### src/rtl/gp_register_bank_pkg.sv
// Shared widths and slot constants for the general-purpose register bank.
package gp_register_bank_pkg;

   localparam int unsigned WIDTH  = 32;
   localparam int unsigned NREGS  = 16;
   localparam int unsigned SEL_W  = 4;

   localparam int unsigned R0_IDX  = 0;
   localparam int unsigned R15_IDX = 15;

   typedef logic [WIDTH-1:0] word_t;
   typedef logic [NREGS-1:0] reg_mask_t;
   typedef logic [SEL_W-1:0] sel_t;

endpackage : gp_register_bank_pkg

### src/rtl/gp_register_bank_drive_select_encoder.sv
// 16-to-4 priority encoder for the register drive requests.
// Lowest set index wins; flags whether any and whether several bits are set.
module gp_register_bank_drive_select_encoder
   import gp_register_bank_pkg::*;
(
   input  logic [NREGS-1:0] req_i,
   output logic [SEL_W-1:0] sel_o,
   output logic             valid_o,
   output logic             multi_o
);

   // Scan from the top down so the lowest requesting index is the last written.
   always_comb begin
      sel_o = '0;
      for (int i = int'(NREGS) - 1; i >= 0; i--) begin
         if (req_i[i]) begin
            sel_o = SEL_W'(i);
         end
      end
   end

   // Any request, and more than one request (clearing the lowest bit leaves something).
   always_comb begin
      valid_o = |req_i;
      multi_o = |(req_i & (req_i - NREGS'(1)));
   end

endmodule : gp_register_bank_drive_select_encoder

### src/rtl/gp_register_bank.sv
// Sixteen-entry general-purpose register bank feeding the 16-to-1 bus mux.
// Loads any subset of R0..R15 from the bus, exposes all slots flattened,
// and turns one-hot drive requests into the mux select with hold and
// sticky conflict detection.
module gp_register_bank
   import gp_register_bank_pkg::*;
(
   input  logic                   clock,
   input  logic                   clear,
   input  logic [WIDTH-1:0]       bus_in,
   input  logic [NREGS-1:0]       reg_in,
   input  logic [NREGS-1:0]       reg_out,
   input  logic                   ba_out,
   output logic [NREGS*WIDTH-1:0] regs_q,
   output logic [SEL_W-1:0]       select,
   output logic                   select_valid,
   output logic                   select_error
);

   word_t            reg_file_q [NREGS];
   word_t            reg_file_d [NREGS];
   logic [SEL_W-1:0] last_sel_q;
   logic [SEL_W-1:0] last_sel_d;
   logic             error_q;
   logic             error_d;

   logic [SEL_W-1:0] enc_sel;
   logic             enc_valid;
   logic             enc_multi;

   gp_register_bank_drive_select_encoder u_enc (
      .req_i   (reg_out),
      .sel_o   (enc_sel),
      .valid_o (enc_valid),
      .multi_o (enc_multi)
   );

   // Next state: enabled registers take the bus, select index and error tracking.
   always_comb begin
      reg_file_d = reg_file_q;
      last_sel_d = last_sel_q;
      error_d    = error_q;
      for (int i = 0; i < int'(NREGS); i++) begin
         if (reg_in[i]) begin
            reg_file_d[i] = bus_in;
         end
      end
      if (enc_valid) begin
         last_sel_d = enc_sel;
      end
      if (enc_multi) begin
         error_d = 1'b1;
      end
   end

   // State registers; clear zeroes everything immediately.
   always_ff @(posedge clock or posedge clear) begin
      if (clear) begin
         for (int i = 0; i < int'(NREGS); i++) begin
            reg_file_q[i] <= '0;
         end
         last_sel_q <= '0;
         error_q    <= 1'b0;
      end else begin
         reg_file_q <= reg_file_d;
         last_sel_q <= last_sel_d;
         error_q    <= error_d;
      end
   end

   // Flatten the register file for the mux; slot 0 reads zero in base-address mode.
   always_comb begin
      regs_q = '0;
      for (int i = 0; i < int'(NREGS); i++) begin
         regs_q[i*WIDTH +: WIDTH] = reg_file_q[i];
      end
      regs_q[R0_IDX*WIDTH +: WIDTH] = reg_file_q[R0_IDX] & ~{WIDTH{ba_out}};
   end

   // Live select when requested, otherwise hold the last valid index.
   always_comb begin
      select_valid = enc_valid;
      select       = enc_valid ? enc_sel : last_sel_q;
      select_error = error_q;
   end

endmodule : gp_register_bank

### config.mk
export PLATFORM = sky130hd
export DESIGN_NAME = gp_register_bank
export DESIGN_NICKNAME = d
export VERILOG_FILES = /design/src/rtl/gp_register_bank_pkg.sv /design/src/rtl/gp_register_bank_drive_select_encoder.sv /design/src/rtl/gp_register_bank.sv
export SDC_FILE = /design/constraint.sdc
export NUM_CORES = 1
export LEC_CHECK = 0
export CELL_PAD_IN_SITES_DETAIL_PLACEMENT = 0
export CELL_PAD_IN_SITES_GLOBAL_PLACEMENT = 1
export CORE_ASPECT_RATIO = 0.75
export CORE_UTILIZATION = 40
export DETAILED_ROUTE_END_ITERATION = 8
export PLACE_DENSITY_LB_ADDON = 0.1
export SKIP_LAST_GASP = 1
export SLEW_MARGIN = 20
export SYNTH_ARGS = -nofsm -noshare
export SYNTH_HDL_FRONTEND = slang
export SYNTH_HIERARCHICAL = 1
export SYNTH_SLANG_ARGS = --single-unit
### constraint.sdc
create_clock -name clock -period 22.1 [get_ports clock]
set_input_delay 5.525 -clock clock [delete_from_list [all_inputs] [get_ports clock]]
set_output_delay 5.525 -clock clock [all_outputs]
set_load 0.02 [all_outputs]
==> reports/results.md, run 1 <==
| Stage | Metric | Reported |
|:---|:---|:---|
| run status | Status | finished clean |
| setup path | Startpoint type of the worst setup path | primary input |
| route | DR vias/cell | 4.65 |
| sta | Final-report max-slew violation count | 0 |
| setup path | Startpoint of the most critical setup path | reg_out[14] |
| route | WL per Instance | 24.9 µm |
| finish | # nets final | 1843 |
| clocking | Clock Latency Late Sink | 0.59 ns |
| job | Maximum Capacitance Violations | 0 |
| die | Placeable Area | 62000 µm² |
| finish | Commonest non-fill, non-tap cell in the layout | sky130_fd_sc_hd__clkdlybuf4s50_1 |
| placed design | Pre-CTS setup slack | 8.76 ns |
| finish | Count of filler cells inserted in the layout | 5341 |
| sta | Final Cycle Share | 0.604 |
| yosys | Count of flip-flops with a built-in enable after synthesis | 0 |
| global route | Global route total overflow | 0 |
| clocking | Root buffer cell | sky130_fd_sc_hd__clkbuf_16 |
| finish | Non-filler instance count after layout | 2633 |
| setup path | Data required time at the worst endpoint | 16.58 ns |
| yosys | Leading cell types by total area after synthesis | sky130_fd_sc_hd__dfrtp_1 52%, sky130_fd_sc_hd__mux2_4 20%, sky130_fd_sc_hd__buf_4 14% |
| power and ir drop | Static leakage power | 13.0 nW |
| die | Full die area | 63700 µm² |
| min path | Min-delay src | select_error |
| clocking | CTS tree | yes |
| route | Detailed-route wire length | 65.7 mm |
| placed design | Number of buffers added on ports | 584 |
| sta | Final critical path time including I/O delays and setup | 13.36 ns |
| clocking | CTS clock-pin slew for the worst setup and hold paths | 0.06 ns |
| yosys | Share of flip-flops with an asynchronous set or reset | 1.00 |
| clocking | Post-cts repair resize count | 0 |
| global route | Antenna violations before repair | 0 |
| sta | Max-slew headroom | 0.270 |
| yosys | Post-synthesis sequential element count | 517 |
| die | Total number of placement rows | 79 |
| setup path | Category of the most critical setup path | in -> out |
| placed design | HPWL Detailed | 43.9 mm |
| yosys | Prevailing post-synth register cell | sky130_fd_sc_hd__dfrtp_1 |
| clocking | Post-CTS setup-driven buffer insertion count | 0 |
| sta | Final hold viol count | 0 |
| global route | Global routing usage summed across all routing layers | 0.204 |
| yosys | Number of instances in the synthesized netlist | 1699 |
| clocking | Inserted Clock Buffers | 55 |
| clocking | CTS Sinks | 517 |
| global route | Wire length of the first global-routing pass | 95.4 mm |
| die | Height of the die | 219 µm |
| clocking | Cts-stage hold buffer count | 0 |
| die | Starting Density | 0.404 |
| clocking | Number of levels in the clock H-tree | 2 |
| route | Initial detailed-routing violation count | 565 |
| finish | Commonest non-fill, non-tap cells in the layout | 567 x sky130_fd_sc_hd__clkdlybuf4s50_1, 517 x sky130_fd_sc_hd__dfrtp_1, 339 x sky130_fd_sc_hd__mux2_4, 177 x sky130_fd_sc_hd__mux2_2, 55 x sky130_fd_sc_hd__clkbuf_16 |
| setup path | Critical Path End Type | primary output |
| sta | Slew at the pin closest to its max-slew limit | 1.09 ns |
| finish | Layout area overhead | 16.7% |
| sta | Fin worst setup slack | 8.74 ns |
| route | DRC Markers | 0 |
| min path | Number of stages on the worst hold path | 1 |
| route | Via count | 12200 |
| yosys | Largest area contributor in the synthesized netlist | sky130_fd_sc_hd__dfrtp_1 |
| yosys | Sequential area share after synthesis | 0.516 |
| power and ir drop | Power density cells | 88.3 nW/µm² |
| power and ir drop | Maximum ir drop on the vdd rail | 54.9 µV |
| sta | Setup repair after global routing missed its margin | no |
| setup path | Maximum fanout along the worst path | 5 |
| yosys | Area of the mapped netlist | 25100 µm² |
| clocking | Longest Clk Path Bufs | 3 |
| min path | Path class of the lowest-slack min-delay path | reg -> reg |
| sta | Total Negative Setup Slacks | 0 ns |
| setup path | Crit path arrival time | 7.83 ns |
| yosys | Synthesis Warnings | 6 |
| placed design | Total placed cells including tap cells | 2529 |
| setup path | Reg2Reg Depth | 1 |
| die | Floorplan die width | 291 µm |
| finish | Share of final-layout standard cells stronger than drive strength 1 | 0.350 |
| die | I/O pin count | 585 |
| global route | Vias in the first global route | 12800 |
| yosys | Number of unique standard cell types used by synthesis | 33 |
| setup path | Reg2reg start | reg_file_q[480] |
| placed design | Global placer's final weighted congestion | 0.768 |
| sta | Final-report setup violation count | 0 |
| yosys | Synthesized Nets | 1766 |
| route | Residual antenna-violating net count after detailed routing | 0 |
| yosys | Post-synthesis area per instance | 14.8 µm² |
| sta | Clock Skews | 0 ns |
| yosys | Top cell type's share of synthesized area | 0.516 |
| route | First-pass iteration count of the detailed router | 4 |
| sta | Achievable frequency | 74.9 MHz |
| global route | Maximum number of pins on one net before global-route repair | 171 |
## sequential cells by signal, summed over array words and instances (netlist names)
register / flops
last_sel_q: 4
reg_file_q: 32
select_error: 1
regs_q: 480
## final timing paths
path                                         to  slack, ns
worst max register to register  reg_file_q[480]      21.28
worst max-delay path                  select[0]       8.74
min in group asynchronous         last_sel_q[0]       5.41
max in group asynchronous           regs_q[248]      14.47
worst min register to register     select_error       0.47
worst min-delay path               select_error       0.47
## cells by family after synthesis
logic type	Yosys count	share of synthesized area
mux	516	0.283
compound gates	22	0.00604
simple gates	59	0.0145
flops	517	0.516
fa+ha+maj	1	0.000399
buf+inv	584	0.180
## layout make-up
cell class / instances / area, µm² / area share
Clock buffer: 89 / 1630 / 0.0559
Sequential cell: 517 / 12900 / 0.442
Antenna cell: 2 / 5.00 / 0.000171
Timing Repair Buffer: 599 / 5900 / 0.202
Clock inverter: 13 / 129 / 0.00440
Inverter: 5 / 31.3 / 0.00107
Multi-Input combinational cell: 598 / 7610 / 0.260
Tap cell: 810 / 1010 / 0.0346
## metal layers
metal  share of wire  track usage  vias to the layer above  routed length, µm
met5               0            0                        -                  0
met4           0.030       0.0649                        0               1960
met3           0.061       0.0551                      101               4020
met2            0.47        0.330                      350              31100
met1            0.44        0.265                     6429              28600
li1                -            -                     5351                  -
## critical path: stages
cell	delay, ns
sky130_fd_sc_hd__clkdlybuf4s50_1	0.55
sky130_fd_sc_hd__inv_1	0.06
sky130_fd_sc_hd__a21oi_1	0.17
sky130_fd_sc_hd__o21bai_1	0.08
sky130_fd_sc_hd__a2111oi_0	0.43
sky130_fd_sc_hd__o22ai_1	0.19
sky130_fd_sc_hd__mux2_2	0.30
sky130_fd_sc_hd__clkdlybuf4s50_1	0.54
## stage by stage
| stage | area, µm² | util | power, mW | hold WS, ns |
|---|---|---|---|---|
| floorplan | 25100 | - | 1.54 | 0.473 |
| detailed placement | 27500 | 0.443 | 1.69 | 0.459 |
| finish | 29300 | 0.472 | 2.58 | 0.468 |
| global placement | 27500 | 0.443 | 1.69 | 0.453 |
| CTS | 29200 | 0.472 | 2.62 | 0.473 |
| global route | 29300 | 0.472 | 2.69 | 0.475 |
## Yosys cell counts, drive strengths merged (3+ instances only)
library cell / count
a2111oi: 3
o21ai: 5
and2b: 9
clkbuf: 5
dfrtp: 517
nor3: 3
a211oi: 4
mux2: 516
or4: 3
buf: 574
nor2: 12
nor2b: 24
inv: 5
a21oi: 4
## report_power, final
part,switching (mW),internal (mW)
clock network,0.389,0.527
registers,0.0537,1.04
logic,0.282,0.290
total,0.725,1.86
No activity file was read; power rests on OpenSTA's default activity.
==> run 2: changes to the inputs <==
clock period = 13.7 ns   (was 22.1 ns; I/O delays follow)
==> reports/results.md, run 2 (same netlist as run 1, synthesis figures left out) <==
| Stage | Metric | Reported | vs previous |
|:---|:---|:---|:---|
| run status | Status | finished clean |  |
| route | Residual antenna-violating net count after detailed routing | 0 | unchanged |
| sta | Final-report max-slew violation count | 0 | unchanged |
| setup path | Endpoint of the worst setup timing path | select[1] |  |
| global route | Wire length of the first global-routing pass | 95.5 mm | about the same |
| sta | Setup repair after global routing missed its margin | no |  |
| power and ir drop | Switching share of power | 0.275 | -0.00540 |
| route | Sum of routed wire segments on met1 | 28.3 mm | -1.1% |
| clocking | CTS Sinks | 517 | unchanged |
| setup path | Worst flop-to-flop path endpoint | reg_file_q[491] |  |
| sta | Max-slew headroom | 0.279 | +0.00888 |
| clocking | Number of levels in the clock H-tree | 2 | unchanged |
| clocking | CTS tree | yes |  |
| clocking | Root buffer cell | sky130_fd_sc_hd__clkbuf_16 |  |
| global route | Vias in the first global route | 12800 | -0.16% |
| route | Detailed-route wire length | 65.9 mm | +0.42% |
| die | Height of the die | 219 µm | unchanged |
| placed design | Global placer's final weighted congestion | 0.792 | +3.2% |
| clocking | Post-CTS setup-driven buffer insertion count | 0 | unchanged |
| route | Metal3 WL | 4.50 mm | +12% |
| finish | Max reg flops | 480 | unchanged |
| die | Placeable Area | 62000 µm² | unchanged |
| power and ir drop | Proportion of power drawn by combinational gates | 0.219 | -0.002 |
| route | Highest Signal Layer | met4 |  |
| die | Full die area | 63700 µm² | unchanged |
| placed design | Total placed cells including tap cells | 2533 | +0.16% |
| power and ir drop | Power density cells | 144 nW/µm² | +63% |
| sta | Achievable frequency | 109 MHz |  |
| route | First-pass iteration count of the detailed router | 4 | unchanged |
| sta | Final-report setup violation count | 0 | unchanged |
| finish | # nets final | 1847 | +0.22% |
| power and ir drop | Part of the power in registers | 0.419 | -0.005 |
| clocking | Longest Clk Path Bufs | 3 | unchanged |
| setup path | Maximum fanout along the worst path | 5 | unchanged |
| setup path | Data required time at the worst endpoint | 10.27 ns | -6.31 ns |
| finish | Commonest non-fill, non-tap cells in the layout | 567 x sky130_fd_sc_hd__clkdlybuf4s50_1, 517 x sky130_fd_sc_hd__dfrtp_1, 339 x sky130_fd_sc_hd__mux2_4, 177 x sky130_fd_sc_hd__mux2_2, 57 x sky130_fd_sc_hd__clkbuf_16 |  |
| setup path | Critical Path End Type | primary output |  |
| route | WL per Instance | 25.1 µm | +0.50% |
| finish | Non-filler instance count after layout | 2631 | -0.076% |
| die | Total number of placement rows | 79 | unchanged |
| setup path | Startpoint type of the worst setup path | primary input |  |
| global route | Maximum number of pins on one net before global-route repair | 167 | -2.3% |
| setup path | Slack of the worst reg-to-reg path | 12.88 ns | -8.40 ns |
| global route | Global route total overflow | 0 | unchanged |
| die | I/O pin count | 585 | unchanged |
| die | Starting Density | 0.404 | unchanged |
| placed design | HPWL Detailed | 44.7 mm | +1.8% |
| setup path | Category of the most critical setup path | in -> out |  |
| setup path | Slowest stage cell on the critical path | sky130_fd_sc_hd__clkdlybuf4s50_1 |  |
| die | Floorplan die width | 291 µm | unchanged |
| route | DRC Markers | 0 | unchanged |
| sta | Clock Skews | 0 ns | unchanged |
| setup path | Series of cell instances along the critical path | clkdlybuf4s50_1, nor4_1, nor2b_4, nand2_1, mux2_2, clkdlybuf4s50_1 |  |
| job | Maximum Capacitance Violations | 0 | unchanged |
| setup path | Reg2Reg Depth | 1 | unchanged |
| min path | Path class of the lowest-slack min-delay path | reg -> reg |  |
| setup path | Most used cell along the critical path | sky130_fd_sc_hd__clkdlybuf4s50_1 |  |
| power and ir drop | Net switching component of the power | 1.16 mW | +60% |
| power and ir drop | Maximum ir drop on the vdd rail | 77.6 µV | +42% |
| route | Initial detailed-routing violation count | 456 | -19% |
| route | Via count | 12200 | -0.33% |
| finish | Share of final-layout standard cells stronger than drive strength 1 | 0.355 | +0.00569 |
| clocking | Clock Latency Late Sink | 0.58 ns | about the same |
| setup path | Max incr delay on CP | 0.61 ns | +0.06 ns |
| sta | Total Negative Setup Slacks | 0 ns | unchanged |
| power and ir drop | Static leakage power | 13.0 nW | +0.44% |
| power and ir drop | Relative contribution of the clock network to total power | 0.363 | +0.008 |
| power and ir drop | Int Power | 3.06 mW | +65% |
| clocking | Cts-stage hold buffer count | 0 | unchanged |
| global route | Antenna violations before repair | 1 | +1 |
| route | Detail Route met2 WL | 31.1 mm | +0.20% |
| global route | Global routing usage summed across all routing layers | 0.205 | +0.000812 |
| sta | Slew at the pin closest to its max-slew limit | 1.08 ns | -0.0133 ns |
| sta | Final Cycle Share | 0.671 |  |
| clocking | Post-cts repair resize count | 0 | unchanged |
| sta | Final critical path time including I/O delays and setup | 9.19 ns |  |
| finish | Layout area overhead | 17.1% |  |
| sta | Final hold viol count | 0 | unchanged |
| setup path | Crit path arrival time | 5.76 ns | -2.07 ns |
| finish | Commonest non-fill, non-tap cell in the layout | sky130_fd_sc_hd__clkdlybuf4s50_1 |  |
| placed design | Number of buffers added on ports | 584 | unchanged |
| setup path | Reg2reg start | reg_file_q[491] |  |
| clocking | CTS clock-pin slew for the worst setup and hold paths | 0.06 ns | about the same |
| clocking | Inserted Clock Buffers | 55 | unchanged |
| setup path | Startpoint of the most critical setup path | reg_out[6] |  |
| route | DR vias/cell | 4.63 | -0.25% |
## run 2: cell count changes in the layout (fill, tap and decap cells not counted), moves of 2 or more
cell                         before  now
sky130_fd_sc_hd__clkbuf_8        13   15
sky130_fd_sc_hd__clkbuf_1        21   10
sky130_fd_sc_hd__inv_6            3    0
sky130_fd_sc_hd__clkbuf_16       55   57
sky130_fd_sc_hd__clkinvlp_4       1    3
sky130_fd_sc_hd__bufinv_16        2    4
sky130_fd_sc_hd__buf_4           13   18
## run 2: worst min-delay path by stage
stage	start	to	cells after the start	slack, ns
floorplan	reg_file_q[510]	reg_file_q[510]	1	0.47
detailed placement	select_error	select_error	1	0.47
finish	select_error	select_error	1	0.48
CTS	select_error	select_error	1	0.48
global placement	select_error	select_error	1	0.47
global route	select_error	select_error	1	0.50
## run 2: metal layers
layer,vias up,global-route usage
li1,5367,-
met1,6377,0.263
met2,348,0.330
met3,99,0.0621
met4,0,0.0665
met5,-,0
## run 2: worst max-delay path: cells and delay by family
kind	cells	cell delay (ns)
mux	1	0.29
buf+inv	2	1.10
simple gates	3	0.96
## run 2: through the flow
stage / area [µm²] / power (mW) / setup slack (ns) / hold WS (ns) / util
floorplan: 25100 / 2.49 / 3.25 / 0.473 / -
finish: 29400 / 4.22 / 4.51 / 0.481 / 0.474
detailed placement: 27500 / 2.73 / 4.49 / 0.471 / 0.444
global placement: 27500 / 2.72 / 4.56 / 0.470 / 0.444
CTS: 29400 / 4.29 / 4.49 / 0.485 / 0.474
global route: 29400 / 4.39 / 4.31 / 0.503 / 0.474
## run 2: area by class of cell
cell class	count	area, µm²
sequential	517	12900
antenna	1	2.50
multi-input combinational	598	7610
clock inverter	15	184
inverter	5	22.5
clock buffer	82	1670
timing repair buffer	603	5920
fill	5339	32600
tap	810	1010
## run 2: power by group through the flow
stage	logic [mW]	clock network (mW)	registers [mW]
after floorplan	0.719	0	1.77
after global placement	0.933	0	1.79
after detailed placement	0.935	0	1.79
after CTS	0.938	1.58	1.77
after global routing	0.967	1.64	1.79
final	0.923	1.53	1.77
